--- src/rtl/fetch_stage.sv ---
`default_nettype none
// ----------------------------------------------------------------------------
// fetch_stage : Y86-64 style fetch with PC predict, D register and RUN/WAIT_RET/HALTED FSM
// Revision    : 1.0
// ----------------------------------------------------------------------------
module fetch_stage (
  input  logic        clk,
  input  logic        rst_n,
  output logic [63:0] imem_pc,
  input  logic [7:0]  imem_byte0,
  input  logic [71:0] imem_bytes,
  input  logic        imem_error,
  input  logic        stall_f,
  input  logic        bubble_d,
  input  logic        redirect_valid,
  input  logic [63:0] redirect_pc,
  output logic        d_valid,
  output logic [2:0]  d_stat,
  output logic [3:0]  d_icode,
  output logic [3:0]  d_ifun,
  output logic [3:0]  d_ra,
  output logic [3:0]  d_rb,
  output logic [63:0] d_valc,
  output logic [63:0] d_valp,
  output logic        halted
);

  localparam logic [2:0] C_STAT_AOK = 3'd1;
  localparam logic [2:0] C_STAT_HLT = 3'd2;
  localparam logic [2:0] C_STAT_ADR = 3'd3;
  localparam logic [2:0] C_STAT_INS = 3'd4;

  typedef enum logic [1:0] {
    S_RUN      = 2'd0,
    S_WAIT_RET = 2'd1,
    S_HALTED   = 2'd2
  } state_t;

  typedef struct packed {
    logic        valid;
    logic [2:0]  stat;
    logic [3:0]  icode;
    logic [3:0]  ifun;
    logic [3:0]  ra;
    logic [3:0]  rb;
    logic [63:0] valc;
    logic [63:0] valp;
  } dreg_t;

  localparam dreg_t C_BUBBLE = '{
    valid: 1'b0, stat: C_STAT_AOK, icode: 4'h1, ifun: 4'h0,
    ra: 4'hF, rb: 4'hF, valc: 64'd0, valp: 64'd0
  };

  state_t      state_q;
  logic [63:0] pc_q;
  dreg_t       d_q;
  logic        halted_q;

  logic [3:0]  w_icode;
  logic [3:0]  w_ifun;
  logic        w_need_regids;
  logic        w_need_valc;
  logic        w_instr_valid;
  logic [2:0]  w_stat;
  logic [63:0] w_valc;
  logic [63:0] w_valp;
  logic [63:0] w_pred_pc;
  dreg_t       w_fetched;

  assign w_icode = imem_byte0[7:4];
  assign w_ifun  = imem_byte0[3:0];

  always_comb begin
    w_need_regids = 1'b0;
    w_need_valc   = 1'b0;
    w_instr_valid = 1'b0;
    case (w_icode)
      4'h2, 4'h6, 4'hA, 4'hB: w_need_regids = 1'b1;
      4'h3, 4'h4, 4'h5: begin
        w_need_regids = 1'b1;
        w_need_valc   = 1'b1;
      end
      4'h7, 4'h8: w_need_valc = 1'b1;
      default: ;
    endcase
    case (w_icode)
      4'h6:                    w_instr_valid = (w_ifun <= 4'd3);
      4'h2, 4'h7:              w_instr_valid = (w_ifun <= 4'd6);
      4'h0, 4'h1, 4'h3, 4'h4,
      4'h5, 4'h8, 4'h9, 4'hA,
      4'hB:                    w_instr_valid = (w_ifun == 4'd0);
      default:                 w_instr_valid = 1'b0;
    endcase
  end

  assign w_stat = imem_error      ? C_STAT_ADR :
                  !w_instr_valid  ? C_STAT_INS :
                  (w_icode == 4'h0) ? C_STAT_HLT : C_STAT_AOK;

  assign w_valc    = w_need_regids ? imem_bytes[71:8] : imem_bytes[63:0];
  // Wraps modulo 2^64 by construction of the 64-bit sum.
  assign w_valp    = pc_q + 64'd1 + {63'd0, w_need_regids} + (w_need_valc ? 64'd8 : 64'd0);
  assign w_pred_pc = (w_icode == 4'h7 || w_icode == 4'h8) ? w_valc : w_valp;

  assign w_fetched = '{
    valid: 1'b1, stat: w_stat, icode: w_icode, ifun: w_ifun,
    ra:    w_need_regids ? imem_bytes[7:4] : 4'hF,
    rb:    w_need_regids ? imem_bytes[3:0] : 4'hF,
    valc:  w_valc, valp: w_valp
  };

  always_ff @(posedge clk or negedge rst_n) begin
    if (!rst_n) begin
      pc_q     <= 64'd0;
      state_q  <= S_RUN;
      d_q      <= C_BUBBLE;
      halted_q <= 1'b0;
    end else if (redirect_valid) begin
      pc_q     <= redirect_pc;
      state_q  <= S_RUN;
      d_q      <= C_BUBBLE;
      halted_q <= 1'b0;
    end else begin
      // bubble_d overrides the D load; the PC/state path still advances unless stalled.
      if (bubble_d) begin
        d_q <= C_BUBBLE;
      end else if (!stall_f) begin
        d_q <= (state_q == S_RUN) ? w_fetched : C_BUBBLE;
      end
      if (!stall_f && state_q == S_RUN) begin
        pc_q <= w_pred_pc;
        if (w_stat != C_STAT_AOK) begin
          state_q  <= S_HALTED;
          halted_q <= 1'b1;
        end else if (w_icode == 4'h9) begin
          state_q <= S_WAIT_RET;
        end
      end
    end
  end

  assign imem_pc = pc_q;
  assign d_valid = d_q.valid;
  assign d_stat  = d_q.stat;
  assign d_icode = d_q.icode;
  assign d_ifun  = d_q.ifun;
  assign d_ra    = d_q.ra;
  assign d_rb    = d_q.rb;
  assign d_valc  = d_q.valc;
  assign d_valp  = d_q.valp;
  assign halted  = halted_q;

endmodule
`default_nettype wire

--- config.mk ---
export PLATFORM = sky130hd
export DESIGN_NAME = fetch_stage
export DESIGN_NICKNAME = d
export VERILOG_FILES = /design/src/rtl/fetch_stage.sv
export SDC_FILE = /design/constraint.sdc
export NUM_CORES = 1
export LEC_CHECK = 0
export BUFFER_PORTS_ARGS = -buffer_cell sky130_fd_sc_hd__clkbuf_2
export CORE_AREA = 10 10 170 172
export CTS_CLUSTER_SIZE = 14
export DETAILED_ROUTE_END_ITERATION = 10
export DIE_AREA = 0 0 180 182
export GPL_ROUTABILITY_DRIVEN = 0
export PLACE_DENSITY = 0.81
export SLEW_MARGIN = 10
export SYNTH_ARGS = -nofsm -noshare
export SYNTH_HDL_FRONTEND = slang
export SYNTH_SLANG_ARGS = --single-unit
--- constraint.sdc ---
create_clock -name clk -period 2.5 [get_ports clk]
set_input_delay 0.5 -clock clk [delete_from_list [all_inputs] [get_ports clk]]
set_output_delay 0.5 -clock clk [all_outputs]
set_load 0.005 [all_outputs]
# Word level (Yosys, flattened, before mapping)
# Index checks and enable logic that the tools add are counted.
# totals
ff_bits,215
inputBits,150
out_inout_bits,213
word_cells,68
# op_classes
addsub,3
order_cmp,2
eq_ne,13
muxes,24
reduce_logical,15
# ops
cell,n
$mux 148,4
$mux 64,4
$add 64x1->64,1
$add 64x1->64 const B,1
$add 64x4->64,1
$eq 4x3->1 const B,4
$eq 4x4->1 const B,4
$mux 4,3
$mux 2,5
$reduce_or 9->1,1
$eq 4x2->1 const B,2
$logic_not 4->1,2
$reduce_or 7->1,1
$mux 3,2
$ne 3x1->1 const B,2
$mux 1,5
$reduce_or 5->1,1
$eq 4x1->1 const B,1
$le 4x2->1 const B,1
$le 4x3->1 const B,1
$reduce_and 2->1,2
$reduce_bool 2->1,2
$pmux 1 s3,1
$reduce_bool 3->1,1
5 further kinds,5

# Logic depth before layout (Yosys ltp)
# Gate-level depths: netlist of the first run.
# depth
depth_word,9
ltp_mapped,15
depth_no_buf,11

# Least setup slack after synthesis of the first run
# No wires, ideal clock.
# synth_path
path_type,input to register
start,input imem_byte0[4]
end,"register pc_q[38], in the netlist imem_pc[38]"
setup_time_ps,66
arrival_ps,3539
slack_ps,-1105
cell_stages,14
path_buffers,4
path_cell_list,clkbuf_1 a21oi_1 mux2i_1 buf_2 buf_2 ha_1 inv_1 ha_1 a31oi_1 or4_1 clkbuf_1 or4_1 o21ai_0 a22o_1
# synth_via
elab_chain_cells,8
word_cells_on_any_way,21
cone_classes,add/sub (2); eq/ne (9); mux (7); reduce/logical (3)
# synth_rtl
element,line,source
start: declaration,10,"input logic [7:0] imem_byte0,"
"$eq 4x2->1, or another cell as far along",78,case (w_icode)
$reduce_or 7->1 (no line) or $reduce_or 5->1 (tied branches),--,
$mux 1,78,
$add 64x1->64 or $mux 4 (tied branches),103,"assign w_valp = pc_q + 64'd1 + {63'd0, w_need_regids} + (w_need_valc ? 64'd8 : 64'd0);"
$add 64x4->64,103,
$mux 64 (*),104,assign w_pred_pc = (w_icode == 4'h7 || w_icode == 4'h8) ? w_valc : w_valp;
$mux 64 (*),131,if (!stall_f && state_q == S_RUN) begin
$mux 64 (*),119,end else if (redirect_valid) begin
end signal: assignment,120,pc_q <= redirect_pc;
end signal: assignment,132,pc_q <= w_pred_pc;
end: declaration,56,logic [63:0] pc_q;
# Every way passes the cells marked *; elsewhere a longest branch is shown, timed or not. The select of a mux whose other input is x is not followed.
# A chain may end at the register's enable or synchronous reset.

# Final worst setup path of the first run
# layout_path
start,"register pc_q[23], in the netlist imem_pc[23]"
end,"register pc_q[57], in the netlist imem_pc[57]"
# layout_via
elab_chain_cells,6
# layout_rtl
element,line
$add 64x1->64 (2 in series),103
$add 64x4->64,103
$mux 64,104
$mux 64,131
$mux 64,119
# Every way passes these cells. The select of a mux whose other input is x is not followed.

==> results of run 1 <==
## area by class of cell
class	instances	area, um^2
clock inverter	5	32.5
clock buffer	37	731
antenna	3	7.51
multi-input combinational	1000	6190
fill	2137	9450
sequential	215	5390
timing repair buffer	543	3340
tap	335	419
inverter	12	45.0
## power by group
group	total, W	internal, W	switching, W
Sequential	0.00394	0.00371	0.000231
Combinational	0.00234	0.000993	0.00135
Clock	0.00349	0.00200	0.00149
## metrics by stage
step	hold slack (ns)	instance area (um^2)	util, %	cells	setup TNS [ns]
2_1_floorplan	0.204	12000	-	1326	-19.29
3_3_place_gp	0.456	15300	59.7	2102	-42.78
3_5_place_dp	0.470	15300	59.7	2102	-45.02
4_1_cts	0.173	16100	62.8	2145	-0.0100
5_1_grt	0.195	16200	63.1	2149	-0.0769
6_report	0.187	16200	63.1	2150	0
## tightest hold or removal path, cell delays in order
cell	delay (ns)
clkbuf_2	0.07
nand2_1	0.04
o31ai_1	0.06
## path summary, 6_finish.rpt
check | slack [ns] | to | cells past startpoint
worst max-delay path | 0.02 | imem_pc[57]$_DFFE_PN0P_ | 6
worst min-delay path | 0.19 | imem_pc[5]$_DFFE_PN0P_ | 3
worst max register to register | 0.02 | imem_pc[57]$_DFFE_PN0P_ | 6
worst min register to register | 0.48 | d_valp[28]$_DFFE_PN0P_ | 2
max in group asynchronous | 1.19 | d_stat[0]$_DFFE_PN1P_ | 3
min in group asynchronous | 0.48 | d_valp[55]$_DFFE_PN0P_ | 2
## cells in the mapped netlist, types with 13 or more instances
| library cell | count | share of area [%] |
|---|---|---|
| a21oi_1 | 88 | 3.8 |
| xor2_1 | 26 | 1.9 |
| o21ai_0 | 172 | 7.3 |
| nand3_1 | 42 | 1.8 |
| mux2i_1 | 75 | 6.4 |
| clkbuf_1 | 79 | 2.5 |
| nor4_1 | 17 | 0.91 |
| nand2_1 | 231 | 7.4 |
| nor3_1 | 24 | 1.0 |
| o22a_1 | 16 | 1.2 |
| nor2_1 | 59 | 1.9 |
| nand2b_1 | 18 | 0.96 |
| a22o_1 | 13 | 0.97 |
| dfrtp_1 | 205 | 44 |
| xnor2_1 | 34 | 2.5 |
| and3_1 | 14 | 0.75 |
| nand4_1 | 23 | 1.2 |
| a31oi_1 | 15 | 0.80 |
## registers in the layout, summed over array words and instances, names as in the netlist
signal	cells
d_valp	64
state_q	2
d_valid	1
d_valc	64
d_stat	3
d_icode	4
d_rb	4
d_ifun	4
d_ra	4
halted	1
imem_pc	64
## placed cells by master (no fill, tap or decap), types with 18 or more instances in the layout
cell and instances:
a21oi_1 85, buf_4 167, clkbuf_16 25, clkbuf_2 360, dfrtp_1 205, mux2i_1 74, nand2_1 229, nand2b_1 18
nand3_1 39, nand4_1 23, nor2_1 57, o21ai_0 150, o21ai_1 24, xnor2_1 34, xor2_1 26
## layer usage
metal / vias to the layer above / routed length (um)
met5: - / 26
met4: 4 / 3030
met3: 210 / 5730
met2: 941 / 24000
met1: 6270 / 19300
li1: 5713 / -
## logic make-up after synthesis
kind of cell               count (synthesis)  share of synthesized area, %
muxes                                     76                          6.49
adders and majority gates                  4                         0.426
AOI/OAI and AO/OA                        383                          19.4
xor gates and xnor gates                  60                          4.48
DFF                                      215                          45.9
and+or+nand+nor                          477                          19.6
buffers and inverters                    111                          3.70
## what timing repair did
item                                    4_1_cts  5_1_grt
hold endpoints to repair                     50        0
setup buffers                                 0        3
hold buffers                                  1        0
pin swaps                                     2        6
resized for setup                             5       11
endpoints found under the setup margin        6       15
==> flow_summary.toml, run 1 <==
[die]
die_y_um = 182
initial_core_util_pct = 45.8
io-pin-count = 363
die-area_um2 = 32800
dieWidth_um = 180
rows = 59
core_um2 = 25600

[detailed_routing]
wl_per_cell_um = 24.2
firstDrtPassIters = 5
vias = 13138
drc = 0
drt-total-wl_um = 52100
first_iter_violations = 1386
avgViaCountPerCell = 6.11
ant_nets = 0

[grt]
grt_pass1_vias = 13326
met1_usage_pct = 36.6
met2_usage_pct = 49.2
antenna_found_initial = 5
overflow = 0
grt_use_total_pct = 30.4
grt-busiest-layer = "met2"
grt_max_degree = 79
use_met3_pct = 8.35
grt_pass1_wl_um = 79200

[power]
p_leak_nw = 7.75
p_per_area_nw_per_um2 = 605
irDropWorstVdd_v = 0.000512
p_total_w = 0.00977

[timing]
maxSlewHeadroom_pct = 45.7
hold_viol_final = 0
post-route-period-util_pct = 99.2
finalMaxSlewViolations = 0
finalSetupViolations = 0
fin_crit_ns = 2.48
clock_skew_ns = 0.0156
tightest_slew_ns = 0.813
fmax_mhz = 403
fin_ws_ns = 0.0198
rsz0062_at_grt = "true"

[place]
hpwl_um = 39100
numPortBuffers = 362
post-place-ws_ns = -0.639

[worst_setup_path]
crit_top_cell = "or4_4"
slowest_stage = "or4_4"
crit_family = "simple AND/OR/NAND/NOR gates"
start_kind = "flip-flop"
r2r-start = "imem_pc[23]$_DFFE_PN0P_"
path_cells = "nand4_1, or4_4, or4_4, or4_1, mux2i_1, a21oi_1"
crit_type = "reg -> reg"
required_ns = 2.88
crit_path_end_kind = "flip-flop"
crit_start = "imem_pc[23]$_DFFE_PN0P_"
cp_num_buf_inv = 0
cp.arrival_ns = 2.86
critPathMaxFanout = 8
cp_slowest_stage_delay_ns = 0.59

[cts]
clkTransAtPathRegs_ns = 0.06
htreeDepth = 1
cts_tree = "done"
cts_root_buf = "clkbuf_16"
clock_sinks = 215
cts_max_path_buffers = 3
cts_buffers = 24
worstSkewPairLatency_ns = 0.53

[worst_hold_path]
hp-class = "in -> reg"
min_from = "redirect_pc[5]"

[layout]
drive_above_1_share_pct = 35.5
nNetsFinal = 1950
syn2layout_area_growth_pct = 37.7

[logic_synthesis]
synth_edf_count = 0
syn_area_per_cell_um2 = 8.86
syn_nets = 1480
syn_area_um2 = 11700
yosys_warnings = 0
ys_seq_elements = 215
yosysSeqAreaShare_pct = 45.9
async_reset_ff_share_pct = 100
ys_types = 64
syn_inst = 1326
synth-main-ff-cell = "dfrtp_1"

[status]
status = "complete, no violations"

[flow_run]
maxCapViolCount = 0
No activity file was read; power rests on OpenSTA's default activity.
==> inputs of run 2 (changes only) <==
--- a/config.mk
+++ b/config.mk
@@ -6,12 +6,12 @@
 export NUM_CORES = 1
 export LEC_CHECK = 0
 export BUFFER_PORTS_ARGS = -buffer_cell sky130_fd_sc_hd__clkbuf_2
-export CORE_AREA = 10 10 170 172
+export CORE_AREA = 10 10 209 211
 export CTS_CLUSTER_SIZE = 14
 export DETAILED_ROUTE_END_ITERATION = 10
-export DIE_AREA = 0 0 180 182
+export DIE_AREA = 0 0 219 221
 export GPL_ROUTABILITY_DRIVEN = 0
-export PLACE_DENSITY = 0.81
+export PLACE_DENSITY = 0.58
 export SLEW_MARGIN = 10
 export SYNTH_ARGS = -nofsm -noshare
 export SYNTH_HDL_FRONTEND = slang
==> run 2 against run 1 <==
  * Setup slack lost 0.0049 ns
  * Final cell count rose by 9.9%
  * Clock skew hardly changed
  * Critical path type unchanged
  * Largest power group is now the clock network
  * Cell area grew 3.9%
  * Highest routed layer unchanged
  * Maximum frequency fell by 0.20%
  * Largest cell class unchanged
  * Critical path depth grew 1
  * Global-route usage fell by 7.5 points
  * Non-clock buffer count rose by 15
  * Sequential cell count unchanged
==> flow_summary.toml, run 2 (synthesized netlist as in run 1, its figures left out) <==
[grt]
grt_use_total_pct = 22.8
grt_pass1_vias = 12763
grt_max_degree = 73
antenna_found_initial = 8
grt_pass1_wl_um = 84600
overflow = 0

[detailed_routing]
drt-total-wl_um = 57600
avgViaCountPerCell = 5.32
ant_nets = 0
firstDrtPassIters = 6
first_iter_violations = 1127
drc = 0
vias = 12580
wl_per_cell_um = 24.4

[worst_setup_path]
start_kind = "flip-flop"
required_ns = 2.94
crit_path_end_kind = "flip-flop"
cp.arrival_ns = 2.92
critPathMaxFanout = 8
crit_type = "reg -> reg"

[power]
clkPwrFrac_pct = 39.6
p_int_w = 0.00726
p_leak_nw = 7.95
p_per_area_nw_per_um2 = 628
p_seq_share_pct = 37.1
switching_power_w = 0.00328
combPwrFrac_pct = 23.3
swShare_pct = 31.2
irDropWorstVdd_v = 0.000383

[layout]
fin_util_pct = 42.6
final_cell_mix = "360 x clkbuf_2, 230 x nand2_1, 205 x dfrtp_1"
nNetsFinal = 1967
fill_cells = 4020
final_common_cell = "clkbuf_2"
drive_above_1_share_pct = 36.6
final_cells = 2363
syn2layout_area_growth_pct = 43.0
fin_area_um2 = 16800

[timing]
fin_crit_ns = 2.49
fin_setup_tns_ns = 0
fmax_mhz = 402
rsz0062_at_grt = "true"
tightest_slew_ns = 0.773
finalSetupViolations = 0
maxSlewHeadroom_pct = 48.4
finalMaxSlewViolations = 0
post-route-period-util_pct = 99.4
clock_skew_ns = 0.0151
hold_viol_final = 0

[cts]
htreeDepth = 1
cts_tree = "done"
worstSkewPairLatency_ns = 0.55
clock_sinks = 215
cts_buffers = 26
clkTransAtPathRegs_ns = 0.06
cts_root_buf = "clkbuf_16"
cts_max_path_buffers = 3

[place]
postPlaceCellArea_um2 = 15600
numPortBuffers = 362
hpwl_um = 44400
placed_cells = 2298

[die]
io-pin-count = 363
core_um2 = 39500
die-area_um2 = 48400
die_y_um = 221
dieWidth_um = 219
rows = 73
initial_core_util_pct = 29.8

[worst_hold_path]
hp-class = "in -> reg"

[status]
status = "complete, no violations"

[flow_run]
maxCapViolCount = 0
[run 2: worst paths after layout]
kind,startpoint,endpoint,slack [ns],cells after the start
worst max-delay path,imem_pc[33]$_DFFE_PN0P_,imem_pc[57]$_DFFE_PN0P_,0.01,7
worst min-delay path,redirect_pc[2],imem_pc[2]$_DFFE_PN0P_,0.17,3
worst max register to register,imem_pc[33]$_DFFE_PN0P_,imem_pc[57]$_DFFE_PN0P_,0.01,7
worst min register to register,d_valp[33]$_DFFE_PN0P_,d_valp[33]$_DFFE_PN0P_,0.48,2
max in group asynchronous,rst_n,d_rb[2]$_DFFE_PN1P_,1.22,3
min in group asynchronous,rst_n,d_valp[21]$_DFFE_PN0P_,0.50,2
[run 2: area by class of cell]
class	count	area, um^2	area share (%)
timing repair buffer	558	3510	20.9
clock buffer	35	786	4.68
antenna	5	12.5	0.0745
multi-input combinational	1000	6230	37.1
clock inverter	13	158	0.939
tap	525	657	3.91
sequential	215	5390	32.1
inverter	12	45.0	0.268
[run 2: what timing repair did]
item,in CTS,in global routing
hold buffers,1,0
endpoints found under the hold margin,49,0
buffers inserted,3,9
pin swaps,5,11
setup endpoints to repair,21,34
gates resized for setup,4,22
[run 2: per-layer routing]
layer  global-route usage [%]  vias to the layer above  share of wire, %
met5                        0                        -             0.059
met4                     6.07                        6               2.6
met3                     6.74                       92               9.8
met2                     36.7                      588                47
met1                     29.2                     6141                41
li1                         -                     5753                 -
[run 2: critical path: stages (launching register included)]
cell and delay [ns]:
dfrtp_1 0.39, nand4_4 0.13, or4_4 0.56, or4_1 0.51, buf_6 0.17, or4_1 0.40
mux2i_1 0.14, a21oi_1 0.08
[run 2: power by group through the flow]
stage	logic, W	registers [W]	clock network, W
floorplan	0.000984	0.00400	0
global placement	0.00236	0.00396	0
detailed placement	0.00239	0.00397	0
CTS	0.00241	0.00391	0.00424
global route	0.00265	0.00394	0.00438
finish	0.00246	0.00391	0.00417
[run 2: per-stage QoR]
stage               total power [W]  hold WS (ns)  worst slack [ns]
floorplan                   0.00499         0.204            -0.515
global placement            0.00632         0.460            -0.648
detailed placement          0.00636         0.470            -0.689
CTS                          0.0106         0.149           0.00272
global route                 0.0110         0.174           -0.0800
finish                       0.0105         0.167            0.0150
